**config.mk**
```make
export PLATFORM = sky130hd
export DESIGN_NAME = riscv_clmul_iter
export DESIGN_NICKNAME = d
export VERILOG_FILES = /design/src/rtl/riscv_clmul_pkg.sv /design/src/rtl/riscv_clmul_digit.sv /design/src/rtl/riscv_clmul_iter.sv
export SDC_FILE = /design/constraint.sdc
export NUM_CORES = 1
export LEC_CHECK = 0
export CORE_MARGIN = 2
export CORE_UTILIZATION = 55
export CTS_BUF_LIST = sky130_fd_sc_hd__clkbuf_4
export CTS_CLUSTER_SIZE = 28
export DETAILED_ROUTE_END_ITERATION = 16
export PLACE_DENSITY = 0.81
export RECOVER_POWER = 25
export SLEW_MARGIN = 40
export SYNTH_ARGS = -nofsm -noshare
export SYNTH_HDL_FRONTEND = slang
export SYNTH_SLANG_ARGS = --single-unit
```
**constraint.sdc**
```tcl
create_clock -name clk_i -period 3.4 [get_ports clk_i]
set_clock_uncertainty 0.15 [all_clocks]
set_input_delay 0.68 -clock clk_i [delete_from_list [all_inputs] [get_ports clk_i]]
set_output_delay 0.68 -clock clk_i [all_outputs]
set_load 0.05 [all_outputs]
```
**src/rtl/riscv_clmul_pkg.sv**
```systemverilog
// Shared encodings, FSM state type and parameter sanity check for the iterative carry-less multiplier.
package riscv_clmul_pkg;

    localparam logic [1:0] CLMUL_OP_LO  = 2'b00;
    localparam logic [1:0] CLMUL_OP_HI  = 2'b01;
    localparam logic [1:0] CLMUL_OP_REV = 2'b10;

    typedef enum logic [1:0] {
        IDLE = 2'd0,
        CALC = 2'd1,
        DONE = 2'd2
    } clmul_state_e;

    function automatic bit clmul_width_ok(input int width, input int digit_bits);
        return (digit_bits >= 1) && (digit_bits <= width) && ((width % digit_bits) == 0);
    endfunction

endpackage

```
**src/rtl/riscv_clmul_digit.sv**
```systemverilog
// One digit step: XOR of a shifted by (base + j) for every set bit j of the digit; purely combinational.
// Zero latency; no handshake, the caller sequences digits.
module riscv_clmul_digit #(
    parameter int WIDTH      = 32,
    parameter int DIGIT_BITS = 4,
    parameter int SHW        = $clog2(WIDTH) + 1
) (
    input  logic [WIDTH-1:0]      a_i,
    input  logic [DIGIT_BITS-1:0] digit_i,
    input  logic [SHW-1:0]        base_i,
    output logic [2*WIDTH-1:0]    partial_o
);

    logic [2*WIDTH-1:0] a_ext;

    assign a_ext = {{WIDTH{1'b0}}, a_i};

    always_comb begin
        partial_o = '0;
        for (int j = 0; j < DIGIT_BITS; j++) begin
            if (digit_i[j]) begin
                partial_o = partial_o ^ (a_ext << (int'(base_i) + j));
            end
        end
    end

endmodule

```
**src/rtl/riscv_clmul_iter.sv**
```systemverilog
// Iterative carry-less multiplier: DIGIT_BITS of op_b per cycle, full product plus lo/hi/rev word.
// Latency N+1 edges (1 on a zero operand); one op in flight, result held until out_ready_i, kill_i aborts.
module riscv_clmul_iter #(
    parameter int WIDTH      = 32,
    parameter int DIGIT_BITS = 4
) (
    input  logic             clk_i,
    input  logic             rst_i,
    input  logic             kill_i,
    input  logic             in_valid_i,
    output logic             in_ready_o,
    input  logic [1:0]       op_i,
    input  logic [WIDTH-1:0] op_a_i,
    input  logic [WIDTH-1:0] op_b_i,
    output logic             out_valid_o,
    input  logic             out_ready_i,
    output logic [WIDTH-1:0] result_o,
    output logic [WIDTH-1:0] result_l_o,
    output logic [WIDTH-1:0] result_h_o
);
    import riscv_clmul_pkg::*;

    localparam int N     = WIDTH / DIGIT_BITS;
    localparam int CNT_W = $clog2(N) + 1;
    localparam int SHW   = $clog2(WIDTH) + 1;

    if (!clmul_width_ok(WIDTH, DIGIT_BITS)) begin : g_bad_params
        $error("riscv_clmul_iter: WIDTH must be a non-zero multiple of DIGIT_BITS");
    end

    clmul_state_e       state_q, state_d;
    logic [WIDTH-1:0]   a_q, a_d;
    logic [WIDTH-1:0]   b_q, b_d, b_shift;
    logic [1:0]         op_q, op_d;
    logic [2*WIDTH-1:0] acc_q, acc_d, partial;
    logic [CNT_W-1:0]   cnt_q, cnt_d;
    logic               out_valid_q, out_valid_d;
    logic [WIDTH-1:0]   res_q, res_d;
    logic [WIDTH-1:0]   res_l_q, res_l_d;
    logic [WIDTH-1:0]   res_h_q, res_h_d;
    logic [WIDTH-1:0]   sel;
    logic [SHW-1:0]     base;

    // b is consumed from the bottom, so the current digit is always b_q[DIGIT_BITS-1:0]
    if (DIGIT_BITS == WIDTH) begin : g_b_shift_full
        assign b_shift = '0;
    end else begin : g_b_shift
        assign b_shift = {{DIGIT_BITS{1'b0}}, b_q[WIDTH-1:DIGIT_BITS]};
    end

    assign base = SHW'(cnt_q) * SHW'(DIGIT_BITS);

    riscv_clmul_digit #(
        .WIDTH      (WIDTH),
        .DIGIT_BITS (DIGIT_BITS),
        .SHW        (SHW)
    ) u_digit (
        .a_i       (a_q),
        .digit_i   (b_q[DIGIT_BITS-1:0]),
        .base_i    (base),
        .partial_o (partial)
    );

    always_comb begin
        sel = acc_q[WIDTH-1:0];
        case (op_q)
            CLMUL_OP_HI:  sel = acc_q[2*WIDTH-1:WIDTH];
            CLMUL_OP_REV: sel = acc_q[2*WIDTH-2:WIDTH-1];
            default:      sel = acc_q[WIDTH-1:0];
        endcase
    end

    always_comb begin
        state_d     = state_q;
        a_d         = a_q;
        b_d         = b_q;
        op_d        = op_q;
        acc_d       = acc_q;
        cnt_d       = cnt_q;
        out_valid_d = out_valid_q;
        res_d       = res_q;
        res_l_d     = res_l_q;
        res_h_d     = res_h_q;

        if (kill_i) begin
            state_d     = IDLE;
            out_valid_d = 1'b0;
            cnt_d       = '0;
        end else begin
            case (state_q)
                IDLE: begin
                    if (in_valid_i) begin
                        a_d     = op_a_i;
                        b_d     = op_b_i;
                        op_d    = op_i;
                        acc_d   = '0;
                        cnt_d   = '0;
                        state_d = ((op_a_i == '0) || (op_b_i == '0)) ? DONE : CALC;
                    end
                end
                CALC: begin
                    acc_d = acc_q ^ partial;
                    b_d   = b_shift;
                    cnt_d = cnt_q + 1'b1;
                    if (cnt_q == CNT_W'(N - 1)) begin
                        state_d = DONE;
                    end
                end
                DONE: begin
                    // first DONE cycle registers the results; valid then holds until the handshake
                    if (!out_valid_q) begin
                        out_valid_d = 1'b1;
                        res_d       = sel;
                        res_l_d     = acc_q[WIDTH-1:0];
                        res_h_d     = acc_q[2*WIDTH-1:WIDTH];
                    end else if (out_ready_i) begin
                        out_valid_d = 1'b0;
                        state_d     = IDLE;
                    end
                end
                default: state_d = IDLE;
            endcase
        end
    end

    always_ff @(posedge clk_i) begin
        if (rst_i) begin
            state_q     <= IDLE;
            a_q         <= '0;
            b_q         <= '0;
            op_q        <= CLMUL_OP_LO;
            acc_q       <= '0;
            cnt_q       <= '0;
            out_valid_q <= 1'b0;
            res_q       <= '0;
            res_l_q     <= '0;
            res_h_q     <= '0;
        end else begin
            state_q     <= state_d;
            a_q         <= a_d;
            b_q         <= b_d;
            op_q        <= op_d;
            acc_q       <= acc_d;
            cnt_q       <= cnt_d;
            out_valid_q <= out_valid_d;
            res_q       <= res_d;
            res_l_q     <= res_l_d;
            res_h_q     <= res_h_d;
        end
    end

    assign in_ready_o  = (state_q == IDLE);
    assign out_valid_o = out_valid_q;
    assign result_o    = res_q;
    assign result_l_o  = res_l_q;
    assign result_h_o  = res_h_q;

endmodule

```
==> impl_metrics.tcl <==
set metrics [dict create \
    holdBufCountCts 0 \
    overflow 0 \
    vias 14143 \
    synth_top_family_by_area "simple AND/OR/NAND/NOR gates" \
    max_freq_mhz 321.8 \
    async_reset_ff_frac 0 \
    cap_violations 3 \
    fin_util 0.6600 \
    grt_start_max_net_pins 165 \
    finalHoldViolations 0 \
    worstSkewPairLatency_ns 0.71 \
    synth_most_common_cell "nand2_1" \
    synthAdderAreaFrac 0.002608 \
    die-area_um2 27480 \
    synth_mux_area_frac 0.07502 \
    hp-start "result_o[7]$_SDFFE_PP0P_" \
    ys_warn_count 0 \
    reg2regPathDepth 9 \
    fillers 2270 \
    min_path_cells 2 \
    failed_checks "max-capacitance violations, max-slew violations" \
    r2r-end "acc_q[39]$_SDFFE_PP0P_" \
    yosys-top-cells-area "dfxtp_1 32%, nand2_1 10%, xnor2_1 7.1%" \
    rr_startpoint "cnt_q[1]$_SDFFE_PP0P_" \
    setup_ws_ns 0.2922 \
    wl_per_cell_um 19.10 \
    multi_input_area_um2 9014 \
    drc_errors 0 \
    antenna_found_initial 1 \
    postSynthCellCount 1877 \
    syn-cell-area_um2 14390 \
    syn_avg_cell_area_um2 7.669 \
    via_per_inst 5.913 \
    wl_mm 45.69 \
    final.period_utilization 0.9141 \
    worstSetupStartpointType "flip-flop" \
    start_util 0.5555 \
    crit_type "flip-flop to flip-flop" \
    port_buffers 168 \
    htreeDepth 2 \
    die_h_um 165.8 \
    outcome "complete, but fails checks" \
    cpLargestDelayFamily "flip-flops" \
    cp_common_cell "buf_4" \
    cts_buffer_depth 3 \
    path_clk_slew_ns 0.07 \
    cpMaxStageDelayCell "dfxtp_2" \
    tns_ns 0 \
    die_w_um 165.8 \
    root_buffer "clkbuf_4" \
    drt_first_pass_iters 7 \
    grt_pass1_wl_mm 72.31 \
    worstPathMaxFanout 18 \
    cts_setup_buffers 0 \
    ys_seq_area_frac 0.3241 \
    period_minus_slack_ns 3.108 \
    required_ns 3.86 \
    crit_arrival_ns 3.57 \
    syn-num-nets 1951 \
    coreArea_um2 25910 \
    place_ws_ns 0.2957 \
    synthSimpleGateAreaFrac 0.2350 \
    finalPower_mw 5.846 \
    critPathCaptureType "flip-flop" \
    slew_headroom -0.2481 \
    first_global_vias 13343 \
    worstPathCellList "buf_4 > inv_1 > buf_4 > o21ai_0 > nand4_1 > xor2_1 > xnor3_1 > or3_1 > a21oi_1" \
    power_density_nw_per_um2 341.9 \
    synth_edf_count 0 \
    globalplace.congestion 1.072 \
    synth.distinct_cells 76 \
    synth-compound-area-share 0.1884 \
    yosys.area_share.xor_xnor 0.1243 \
    hold_slack_ns 0.3017 \
    ant_nets 0 \
    r2r_slack_ns 0.29 \
    whs_endpoint "result_o[7]$_SDFFE_PP0P_" \
    drive_gt1_frac 0.1007 \
    synth_common_cells "397 x nand2_1, 233 x dfxtp_1, 185 x a21oi_1" \
    cts_buffers 60 \
    ys_ff_latch 233 \
    dpl.hpwl_mm 33.75 \
    critPathLaunch "cnt_q[1]$_SDFFE_PP0P_" \
    drv_slew 170 \
    regArea_um2 4668 \
    drt-initial-drc-count 1361 \
    setup_violations 0 \
    path_buf_inv 3 \
    io_pins 169 \
    syn_to_final_growth_pct 18.80 \
    rows 59 \
    synth_top_cell_area_share 0.3241 \
    cts_sinks 233 \
    hp-class "flip-flop to flip-flop" \
    leakage_nw 5.468 \
    yosys_most_used_dff "dfxtp_1" \
    cts_tree "done" \
    nets 2092 \
    grt_setup_unrepaired "no" \
    crit_path_max_incr_delay_ns 0.64 \
    ir_drop_mv 0.3259 \
    cts_resized 0 \
    yosys.area.top_type "dfxtp_1" \
    grt_use_total 0.3238 \
    tightest_slew_ns 1.872 \
]
metal layers:
metal / track usage / vias to the layer above / routed length, um
met4: 0.1433 / 0 / 1858
met5: 0 / - / 0
met2: 0.5443 / 617 / 21740
met3: 0.05863 / 112 / 3072
li1: - / 6799 / -
met1: 0.4076 / 6615 / 19020
tightest hold or removal path: stages (launching register included):
cell     delay (ns)
dfxtp_1        0.31
nand2_1        0.05
a21oi_1        0.05
state kept, by name, indices dropped and copies added, names as in the netlist:
| register | count |
|---|---|
| b_q | 32 |
| result_o | 32 |
| op_q | 2 |
| result_l_o | 32 |
| result_h_o | 32 |
| out_valid_o | 1 |
| acc_q | 64 |
| state_q | 2 |
| cnt_q | 4 |
| a_q | 32 |
placed cells by master (no fill, tap or decap), drive strengths merged, types with 15 or more instances in the layout:
| cell | n |
|---|---|
| clkdlybuf4s50 | 166 |
| mux2i | 62 |
| a21oi | 185 |
| nor3 | 15 |
| xnor2 | 117 |
| or3 | 46 |
| mux4 | 15 |
| buf | 60 |
| nor4 | 18 |
| clkbuf | 89 |
| xor2 | 59 |
| dfxtp | 233 |
| nand2 | 398 |
| nor2 | 168 |
| a22oi | 50 |
| o21ai | 106 |
| a211oi | 28 |
| nand3 | 38 |
| nand3b | 19 |
metrics by stage:
| step | cell area (um2) | cells |
|---|---|---|
| CTS | 17120 | 2391 |
| finish | 17100 | 2392 |
| global route | 17100 | 2392 |
| detailed placement | 16400 | 2291 |
| floorplan | 14390 | 1877 |
| global placement | 16400 | 2291 |
kinds of logic after synthesis:
kind of cell | count (synthesis)
AOI/OAI and AO/OA | 440
xor gates and xnor gates | 187
adders and majority gates | 3
buffers and inverters | 163
DFF | 233
muxes | 86
and+or+nand+nor | 765
layout make-up:
cell class / instances / share of cell area
Clock inverter: 13 / 0.003732
Sequential cell: 233 / 0.2730
Clock buffer: 87 / 0.03819
Multi-Input combinational cell: 1481 / 0.5271
Antenna cell: 1 / 0.0001463
Tap cell: 335 / 0.02451
Inverter: 13 / 0.002854
Timing Repair Buffer: 229 / 0.1305
how the worst max path moves through the flow:
stage | end | slack (ns) | depth (start not counted)
after floorplan | acc_q[37]$_SDFFE_PP0P_ | 0.79 | 9
after global routing | acc_q[39]$_SDFFE_PP0P_ | 0.01 | 9
after CTS | acc_q[37]$_SDFFE_PP0P_ | 0.29 | 8
after global placement | acc_q[54]$_SDFFE_PP0P_ | 0.36 | 11
after detailed placement | acc_q[54]$_SDFFE_PP0P_ | 0.30 | 11
final | acc_q[39]$_SDFFE_PP0P_ | 0.29 | 9
power by group:
group	internal, mW	switching (mW)	leakage [nW]	total, mW
clock	1.17	1.11	0.431	2.27
sequential	2.79	0.0761	1.89	2.86
combinational	0.267	0.442	3.15	0.710
Note: power is estimated with default switching activity, not from simulation.
